## config.mk

```make
export PLATFORM = sky130hd
export DESIGN_NAME = mem_controller
export DESIGN_NICKNAME = d
export VERILOG_FILES = /design/src/rtl/mem_controller.sv
export SDC_FILE = /design/constraint.sdc
export NUM_CORES = 1
export LEC_CHECK = 0
export CORE_MARGIN = 3
export CORE_UTILIZATION = 30
export CTS_BUF_LIST = sky130_fd_sc_hd__clkbuf_16
export CTS_CLUSTER_DIAMETER = 100
export DETAILED_ROUTE_END_ITERATION = 10
export MAX_ROUTING_LAYER = met4
export PLACE_DENSITY = 0.82
export SLEW_MARGIN = 20
export SYNTH_ARGS = -nofsm -noshare
export SYNTH_HDL_FRONTEND = slang
export SYNTH_SLANG_ARGS = --single-unit
```

## constraint.sdc

```tcl
create_clock -name clk -period 1.77 [get_ports clk]
set_clock_uncertainty 0.1 [all_clocks]
set_input_delay 0.354 -clock clk [delete_from_list [all_inputs] [get_ports clk]]
set_output_delay 0.354 -clock clk [all_outputs]
set_load 0.05 [all_outputs]
```

## src/rtl/mem_controller.sv

```systemverilog
// Three-requester arbiter for one shared memory port. Requesters are served in
// arrival order through a 4-entry ID queue; the winner's bus is muxed out.
module mem_controller #(
    parameter int ADDR_WIDTH = 8,
    parameter int DATA_WIDTH = 32
) (
    input  logic                  clk,
    input  logic                  rst_n,
    input  logic [2:0]            requestingMemory,
    output logic [2:0]            grantedAccess,
    output logic                  enabled,
    output logic [ADDR_WIDTH-1:0] address,
    output logic [DATA_WIDTH-1:0] dataToMem,
    output logic                  readWrite,
    input  logic [ADDR_WIDTH-1:0] addr1,
    input  logic [ADDR_WIDTH-1:0] addr2,
    input  logic [ADDR_WIDTH-1:0] addr3,
    input  logic [DATA_WIDTH-1:0] dataToMem1,
    input  logic [DATA_WIDTH-1:0] dataToMem2,
    input  logic [DATA_WIDTH-1:0] dataToMem3,
    input  logic                  readWrite1,
    input  logic                  readWrite2,
    input  logic                  readWrite3
);

    typedef enum logic {IDLE, ACTIVE} state_t;

    state_t          state_q, state_d;
    logic [2:0]      grant_q, grant_d;
    logic            en_q, en_d;
    logic [1:0]      wr_ptr_q, wr_ptr_d;
    logic [1:0]      rd_ptr_q, rd_ptr_d;
    logic [3:0][1:0] queue_q, queue_d;
    logic [2:0]      in_queue_q, in_queue_d;
    logic            cand_vld;
    logic [1:0]      cand_id;

    always_ff @(posedge clk) begin
        if (!rst_n) begin
            state_q    <= IDLE;
            grant_q    <= 3'b000;
            en_q       <= 1'b0;
            wr_ptr_q   <= 2'd0;
            rd_ptr_q   <= 2'd0;
            queue_q    <= '0;
            in_queue_q <= 3'b000;
        end else begin
            state_q    <= state_d;
            grant_q    <= grant_d;
            en_q       <= en_d;
            wr_ptr_q   <= wr_ptr_d;
            rd_ptr_q   <= rd_ptr_d;
            queue_q    <= queue_d;
            in_queue_q <= in_queue_d;
        end
    end

    always_comb begin
        state_d    = state_q;
        grant_d    = grant_q;
        en_d       = en_q;
        wr_ptr_d   = wr_ptr_q;
        rd_ptr_d   = rd_ptr_q;
        queue_d    = queue_q;
        in_queue_d = in_queue_q;
        cand_vld   = 1'b0;
        cand_id    = 2'd0;

        // Scan downwards so the lowest-index eligible requester wins.
        for (int i = 2; i >= 0; i--) begin
            if (requestingMemory[i] && !in_queue_q[i]) begin
                cand_vld = 1'b1;
                cand_id  = 2'(i);
            end
        end

        case (state_q)
            IDLE: begin
                if (wr_ptr_q != rd_ptr_q) begin
                    grant_d = 3'b001 << queue_q[rd_ptr_q];
                    en_d    = 1'b1;
                    state_d = ACTIVE;
                end
            end
            ACTIVE: begin
                if ((requestingMemory & grant_q) == 3'b000) begin
                    grant_d    = 3'b000;
                    en_d       = 1'b0;
                    in_queue_d = in_queue_q & ~grant_q;
                    rd_ptr_d   = rd_ptr_q + 2'd1;
                    state_d    = IDLE;
                end
            end
            default: state_d = IDLE;
        endcase

        // The granted requester still holds its inQueue bit, so it is never
        // the candidate here and the two in_queue_d updates cannot collide.
        if (cand_vld) begin
            queue_d[wr_ptr_q] = cand_id;
            wr_ptr_d          = wr_ptr_q + 2'd1;
            in_queue_d        = in_queue_d | (3'b001 << cand_id);
        end
    end

    always_comb begin
        address   = '0;
        dataToMem = '0;
        readWrite = 1'b0;
        case (grant_q)
            3'b001: begin
                address   = addr1;
                dataToMem = dataToMem1;
                readWrite = readWrite1;
            end
            3'b010: begin
                address   = addr2;
                dataToMem = dataToMem2;
                readWrite = readWrite2;
            end
            3'b100: begin
                address   = addr3;
                dataToMem = dataToMem3;
                readWrite = readWrite3;
            end
            default: ;
        endcase
    end

    assign grantedAccess = grant_q;
    assign enabled       = en_q;

endmodule

```

### After elaboration in Yosys (flattened, before gate mapping)

Cells that the tools add are included.

* bitwise logic cells: 5
* $lt $le $gt $ge: 3
* equal/unequal tests: 6
* shift-type cells: 2
* reduce and logical (&&, ||, !) cells: 10
* add/subtract/negate cells: 2
* multiplexer cells: 26

Operators by type and width (count)
* case mux 32 bit (3 select lines): 1
* case mux 8 bit (3 select lines): 1
* 2-to-1 mux 3 bit: 5
* 2-to-1 mux 2 bit: 5
* bitwise mux 8 bit: 1
* 2-to-1 mux 1 bit: 7
* bitwise AND 3 bit: 2
* < comparator 2 x 3 -> 1 bit, second input constant: 2
* case mux 3 bit (2 select lines): 1
* << shifter 1 x 2 -> 3 bit, first input constant: 2
* adder 2 x 1 -> 2 bit, second input constant: 2
* binary-select mux 2 bit (select 2 bit): 1
* demux 2 bit (select 2 bit): 1
* logical AND 1 bit: 4
* case mux 1 bit (2 select lines): 2
* AND reduction 2 bit: 2
* equality test 3 x 1 -> 1 bit, second input constant: 1
* equality test 3 x 2 -> 1 bit, second input constant: 1
* equality test 3 bit, second input constant: 1
* zero test 1 bit: 3
* zero test 3 bit: 1
* inverter 3 bit: 1
* OR 3 bit: 1
* case mux 1 bit (3 select lines): 1
* 5 further kinds: 5

* logic and storage cells: 64
* input bits: 128
* register bits after elaboration: 20
* output and inout bits: 45

### Logic depth before layout (Yosys ltp)

Gate-level depths: netlist of the first run.

* depth after elaboration: 8
* depth in mapped cells: 5

### Worst setup path after synthesis of the first run

No wires, ideal clock.

* kind: register -> output
* start: register grant_q[1] (netlist: grantedAccess[1])
* end: output port address[1]
* setup slack: -0.739 ns
* required time: 1.316 ns
* stages on the path, launching flop included: 6
* data arrival time: 2.055 ns
* cell sequence: dfxtp_1 -> nor2b_1 -> clkbuf_1 -> buf_2 -> a22oi_1 -> o21ai_1

* longest elaborated chain between the ends: 2
* elaborated cells between the ends (all ways): 4

Ends and longest elaborated chain
* start, declared: RTL line 29 `logic [2:0] grant_q, grant_d;`
* start signal, assigned: RTL line 49 `grant_q <= grant_d;`
* equality test 3 bit (tied with other cells): RTL line 110 `case (grant_q)`
* case mux 8 bit (3 select lines) (*): RTL line 110
* end, declared: RTL line 12 `output logic [ADDR_WIDTH-1:0] address,`

Mark *: on every way between the ends. The rest lies on a longest branch, timed or not.

### Final worst setup path of the first run

* start: register grant_q[1] (netlist: grantedAccess[1])
* end: output port dataToMem[16]

* longest elaborated chain between the ends: 2
* elaborated cells between the ends (all ways): 4

Ends and longest elaborated chain
* equality test 3 bit (tied with other cells): RTL line 110
* case mux 32 bit (3 select lines) (*): RTL line 110
* end, declared: RTL line 13 `output logic [DATA_WIDTH-1:0] dataToMem,`

Marks and branches as above.

==> qor.yml, run 1 <==
logic_synthesis:
  yosysSeqAreaShare_pct: 23.1
  yosysWarnings: 0
  synth_cell_type_count: 30
  ys_ff_latch: 20
  syn_nets: 377
  syn_area_mm2: 0.00173
  synthCells: 245
  avgSynthCellArea_um2: 7.07
global_routing:
  overflow: 0
  grt_max_degree: 46
  grt_util_all_layers_pct: 27.3
  first_global_vias: 2528
  antenna_found_initial: 0
  grt_pass1_wl_um: 13600
drt:
  drtAntennaViolNets: 0
  routedWlPerCell_um: 22.8
  wl_um: 11100
  first_iter_violations: 131
  dr.pass1.iters: 5
  via_per_inst: 5.61
  vias: 2749
  drc: 0
setup_path:
  end_kind: "primary output"
  critPathCapture: "dataToMem[16]"
  critical_path.max_fanout: 20
  r2r_cells: 5
  reg2reg_setup_slack_ns: 0.17
  regToRegEndpoint: "rd_ptr_q[0]"
  cp.arrival_ns: 1.57
  cp-start-kind: "flop"
  path_class: "flop to primary output"
  crit_start: "grantedAccess[1]"
  r2r-start: "grantedAccess[1]"
  required_ns: 1.32
pwr:
  p_sw_share_pct: 48.3
  vdd_ir_drop_max_mv: 0.668
  powerDensity_mw_per_mm2: 1090
  p_comb_share_pct: 78.9
  p_clk_share_pct: 9.1
  p_int_w: 0.00267
  seqPwrFrac_pct: 12.0
  p_leak_nw: 1.66
  p_sw_w: 0.00249
outcome:
  status: "finished with violations"
  failed_checks: "setup timing"
floorplanning:
  io_pins: 173
  start_util_pct: 31.3
  rows: 27
  dieArea_mm2: 0.00672
  coreArea_mm2: 0.00554
  die_h_um: 82.0
  die_w_um: 82.0
placed_design:
  place_congestion: 0.892
  io_buffers: 172
  place_ws_ns: -0.135
  post-dp-hpwl_um: 7750
run:
  cap_violations: 0
clock_tree:
  clkTransAtPathRegs_ns: 0.06
  ctsHoldBuffers: 0
  insertion_delay_ns: 0.25
  cts_tree: "built"
  clockBufferDepth: 2
  cts_made_buffers: 3
  cts.htree.levels: 1
  clock-sinks: 20
  root_buffer: "clkbuf_16"
timing:
  timing.final.ws_setup_ns: -0.254
  rsz0062_at_grt: "true"
  tightest_slew_ns: 0.367
  hold_slack_ns: 0.376
  drv_slew: 0
  slew_headroom_pct: 75.5
  min_period_ns: 2.02
  setup_viol: 41
  period_share_pct: 114
  hold_viol: 0
  fmax_mhz: 494
layout:
  multiInputGateArea_mm2: 0.00171
  final_util_pct: 85.4
  drive_gt1_share_pct: 29.9
  area_delta_synth_final_pct: 173
  insertedDiodeCount: 0
  regArea_um2: 412
  layout.nets: 551
  fill_cells: 312
worst_hold_path:
  hold_class: "flop to flop"
worst max-delay path, cell delays in order (launching register included):
cell and delay [ns]:
dfxtp_4 0.38, nor2b_4 0.22, clkbuf_16 0.23, a22oi_1 0.15, o21ai_4 0.17, buf_12 0.15
stage by stage:
step           cell area [um^2]  power (W)  cells  TNS [ns]
6_report                   4730    0.00516    490     -8.90
5_1_grt                    4730    0.00531    490    -10.84
3_5_place_dp               4520    0.00448    480     -1.18
2_1_floorplan              2280    0.00280    245    -0.928
3_3_place_gp               4520    0.00441    480    -0.198
4_1_cts                    4610    0.00496    484     -8.18
layout by cell type (no fill, tap or decap), drive strengths merged, types with 3 or more instances in the layout:
cell and instances:
nor2b 7, clkbuf 7, nand3 4, a22oi 42
and2 3, buf 60, nand2 52, o21ai 50
xnor2 5, dfxtp 20, ha 4, clkdlybuf4s50 127
a21boi 10, inv 6
kinds of logic (layout without fill, tap and decap cells):
family,Yosys count,count (layout),share of synthesized area [%]
compound gates,111,111,40.8
simple gates,74,74,20.3
mux,3,3,3.18
buf+inv,28,201,7.15
xor+xnor,5,5,2.53
flops,20,20,23.1
fa+ha+maj,4,4,2.89
sequential cells by signal, indices dropped and copies added (netlist names):
name	cells
rd_ptr_q	2
grantedAccess	3
wr_ptr_q	2
queue_q	8
in_queue_q	3
enabled	1
state_q	1
area by class of cell:
class	count	share of cell area (%)
well taps	72	1.90
flip-flops and latches	20	8.70
clock buffers	3	1.59
repair buffers	191	51.1
inverters	6	0.476
multi-input cells	197	36.2
clock inverters	1	0.0793
Yosys cell counts:
| master | instances | area share (%) |
|---|---|---|
| o32ai_1 | 1 | 0.51 |
| a21oi_2 | 1 | 0.51 |
| a21oi_1 | 1 | 0.29 |
| mux2i_1 | 1 | 0.58 |
| nor3b_2 | 2 | 1.4 |
| o22ai_1 | 2 | 0.72 |
| nand4_1 | 1 | 0.36 |
| buf_2 | 9 | 2.6 |
| nor2b_1 | 7 | 2.5 |
| dfxtp_1 | 20 | 23 |
| o21a_1 | 2 | 0.87 |
| buf_6 | 1 | 0.65 |
| o21ai_0 | 1 | 0.29 |
| and3_1 | 1 | 0.36 |
| clkbuf_1 | 12 | 2.6 |
| inv_1 | 6 | 1.3 |
| a31oi_1 | 1 | 0.36 |
| a21boi_1 | 10 | 4.3 |
| nand2_1 | 52 | 11 |
| o21ai_1 | 49 | 14 |
| mux4_2 | 2 | 2.6 |
| nand3_1 | 4 | 1.2 |
| ha_1 | 4 | 2.9 |
| and2_1 | 3 | 1.1 |
| and2b_1 | 1 | 0.43 |
| nor3_4 | 1 | 0.94 |
| xnor2_1 | 5 | 2.5 |
| o211a_1 | 1 | 0.58 |
| a22oi_1 | 42 | 18 |
| nand2b_1 | 2 | 0.72 |
worst min-delay path by stage:
stage,cells after the start,to,slack [ns],from
final,2,queue_q[2],0.38,queue_q[2]
after global routing,2,queue_q[0],0.40,queue_q[0]
after CTS,2,queue_q[2],0.38,queue_q[2]
after detailed placement,2,queue_q[2],0.37,queue_q[2]
after global placement,2,queue_q[2],0.36,queue_q[2]
after floorplan,1,in_queue_q[0],0.34,in_queue_q[0]
power groups by stage:
stage               logic [W]  registers, W  clock network (W)
floorplan             0.00213      0.000664                  0
global route          0.00420      0.000626           0.000484
global placement      0.00380      0.000613                  0
CTS                   0.00388      0.000610           0.000472
detailed placement    0.00386      0.000616                  0
finish                0.00407      0.000619           0.000472
layer usage:
metal	vias up	global-route usage (%)	routed length (um)
met5	-	-	0
met4	0	8.47	439
met3	40	6.91	1100
met2	146	49.6	5800
met1	1317	28.7	3810
li1	1246	-	-
repair_timing:
item                       4_1_cts  5_1_grt
gates cloned                     0        4
setup endpoints to repair       41       45
buffers inserted                 0        2
resized for setup                1        2
No activity file was read; power rests on OpenSTA's default activity.
==> inputs of run 2 (changes only) <==
--- a/config.mk
+++ b/config.mk
@@ -5,6 +5,7 @@
 export SDC_FILE = /design/constraint.sdc
 export NUM_CORES = 1
 export LEC_CHECK = 0
+export CAP_MARGIN = 20
 export CORE_MARGIN = 3
 export CORE_UTILIZATION = 30
 export CTS_BUF_LIST = sky130_fd_sc_hd__clkbuf_16
==> results of run 2 <==
No change in the layout: final DEF, timing and power equal those of run 1.
==> inputs of run 3 (changes only) <==
--- a/config.mk
+++ b/config.mk
@@ -13,6 +13,7 @@
 export DETAILED_ROUTE_END_ITERATION = 10
 export MAX_ROUTING_LAYER = met4
 export PLACE_DENSITY = 0.82
+export RECOVER_POWER = 100
 export SLEW_MARGIN = 20
 export SYNTH_ARGS = -nofsm -noshare
 export SYNTH_HDL_FRONTEND = slang
==> constraint.sdc (replaced) <==
create_clock -name clk -period 2.2 [get_ports clk]
set_clock_uncertainty 0.1 [all_clocks]
set_input_delay 0.44 -clock clk [delete_from_list [all_inputs] [get_ports clk]]
set_output_delay 0.44 -clock clk [all_outputs]
set_load 0.05 [all_outputs]
==> qor.yml, run 3 (synthesis gave the netlist of run 1 again) <==
outcome:
  status: "finished, final reports clean"
timing:
  hold_viol: 0  # unchanged
  slew_headroom_pct: 49.2  # -26 points
  period_share_pct: 95.4
  setup_viol: 0  # -100%
  fmax_mhz: 476
  drv_slew: 0  # unchanged
  hold_slack_ns: 0.385  # +0.00873 ns
  finalSetupTns_ns: 0  # +8.90 ns
  min_period_ns: 2.10
  tightest_slew_ns: 0.761  # +0.394 ns
  timing.final.ws_setup_ns: 0.101  # +0.355 ns
  rsz0062_at_grt: "false"
drt:
  dr.pass1.iters: 4  # -1
  via_per_inst: 5.11  # -9.0%
  drt-met1-wl_um: 3080  # -19%
  wl_met3_um: 651  # -41%
  drc: 0  # unchanged
  wl_um: 8320  # -25%
  routedWlPerCell_um: 17.4  # -24%
  vias: 2446  # -11%
  first_iter_violations: 97  # -26%
  routed.top_layer: "met4"
  routed-wl-met2_um: 4470  # -23%
  drtAntennaViolNets: 0  # unchanged
layout:
  layout.nets: 541  # -1.8%
  final_cell_area_mm2: 0.00385  # -19%
  insertedDiodeCount: 0  # unchanged
  regMostFlops: "queue_q"
  layout_commonest_cell: "clkdlybuf4s50_1"
  final_cell_mix: "126 x clkdlybuf4s50_1, 52 x nand2_1, 42 x a22oi_1"
  largest_reg_flops: 8  # unchanged
  area_delta_synth_final_pct: 122
  drive_gt1_share_pct: 25.8  # -4.1 points
floorplanning:
  start_util_pct: 31.3  # unchanged
  die_h_um: 82.0  # unchanged
  coreArea_mm2: 0.00554  # unchanged
  die_w_um: 82.0  # unchanged
  io_pins: 173  # unchanged
  dieArea_mm2: 0.00672  # unchanged
  rows: 27  # unchanged
placed_design:
  post-dp-hpwl_um: 6660  # -14%
  place_ws_ns: 0.218  # +0.353 ns
  place_congestion: 0.847  # -5.0%
  place_area_mm2: 0.00414  # -8.5%
  io_buffers: 172  # unchanged
setup_path:
  required_ns: 1.66  # +0.34 ns
  end_kind: "primary output"
  critical_path.max_fanout: 33  # +65%
  cp.arrival_ns: 1.56  # about the same
  r2r_cells: 5  # unchanged
  cp-start-kind: "flop"
  path_class: "flop to primary output"
worst_hold_path:
  hold_class: "flop to flop"
  min_path_cells: 2  # unchanged
global_routing:
  first_global_vias: 2316  # -8.4%
  grt_util_all_layers_pct: 22.8  # -4.5 points
  grt_max_degree: 46  # unchanged
  overflow: 0  # unchanged
  antenna_found_initial: 0  # unchanged
  grt_pass1_wl_um: 11700  # -14%
clock_tree:
  cts_tree: "built"
  root_buffer: "clkbuf_16"
  cts.htree.levels: 1  # unchanged
  cts_setup_buffers: 0  # unchanged
  clkTransAtPathRegs_ns: 0.05  # about the same
  cts_made_buffers: 3  # unchanged
  insertion_delay_ns: 0.24  # about the same
  clock-sinks: 20  # unchanged
  clockBufferDepth: 2  # unchanged
run:
  cap_violations: 0  # unchanged
pwr:
  vdd_ir_drop_max_mv: 0.621  # -7.1%
  p_leak_nw: 1.42  # -14%
  power_w: 0.00320  # -38%
  powerDensity_mw_per_mm2: 831  # -24%
run 3: layout make-up:
class | instances | area, um^2
Timing Repair Buffer | 181 | 1880
Clock buffer | 3 | 75.1
Fill cell | 442 | 1690
Tap cell | 72 | 90.1
Multi-Input combinational cell | 197 | 1370
Sequential cell | 20 | 409
Inverter | 6 | 22.5
run 3: metrics by stage:
step	std cells	utilization, %
floorplan	245	-
global placement	476	74.7
detailed placement	476	74.7
CTS	479	76.0
global route	479	69.5
finish	479	69.5
run 3: final timing paths:
path / from / to / slack [ns]
max: grantedAccess[1] / dataToMem[15] / 0.10
min: queue_q[7] / queue_q[7] / 0.38
max reg2reg: grantedAccess[0] / rd_ptr_q[0] / 0.34
min reg2reg: queue_q[7] / queue_q[7] / 0.38
run 3: power breakdown:
part | switching [W] | leakage, nW | internal (W)
Sequential | 0.0000645 | 0.166 | 0.000420
Clock | 0.000117 | 0.0370 | 0.000239
Combinational | 0.00145 | 1.22 | 0.000912
run 3: worst max-delay path: stages, from the launching register on:
cell	delay, ns
dfxtp_4	0.40
nor2b_4	0.19
buf_12	0.20
a22oi_1	0.14
o21ai_2	0.12
clkbuf_4	0.24
run 3: layer usage:
layer,GRT usage (%),up-vias
li1,-,1225
met1,26.1,1142
met2,41.4,71
met3,4.39,8
met4,3.99,0
met5,-,-
run 3: timing repair:
action | in CTS | in global routing
setup endpoints to repair | 0 | 15
resized for setup | 0 | 4
hold buffers | 0 | 0
endpoints found under the hold margin | 0 | 0
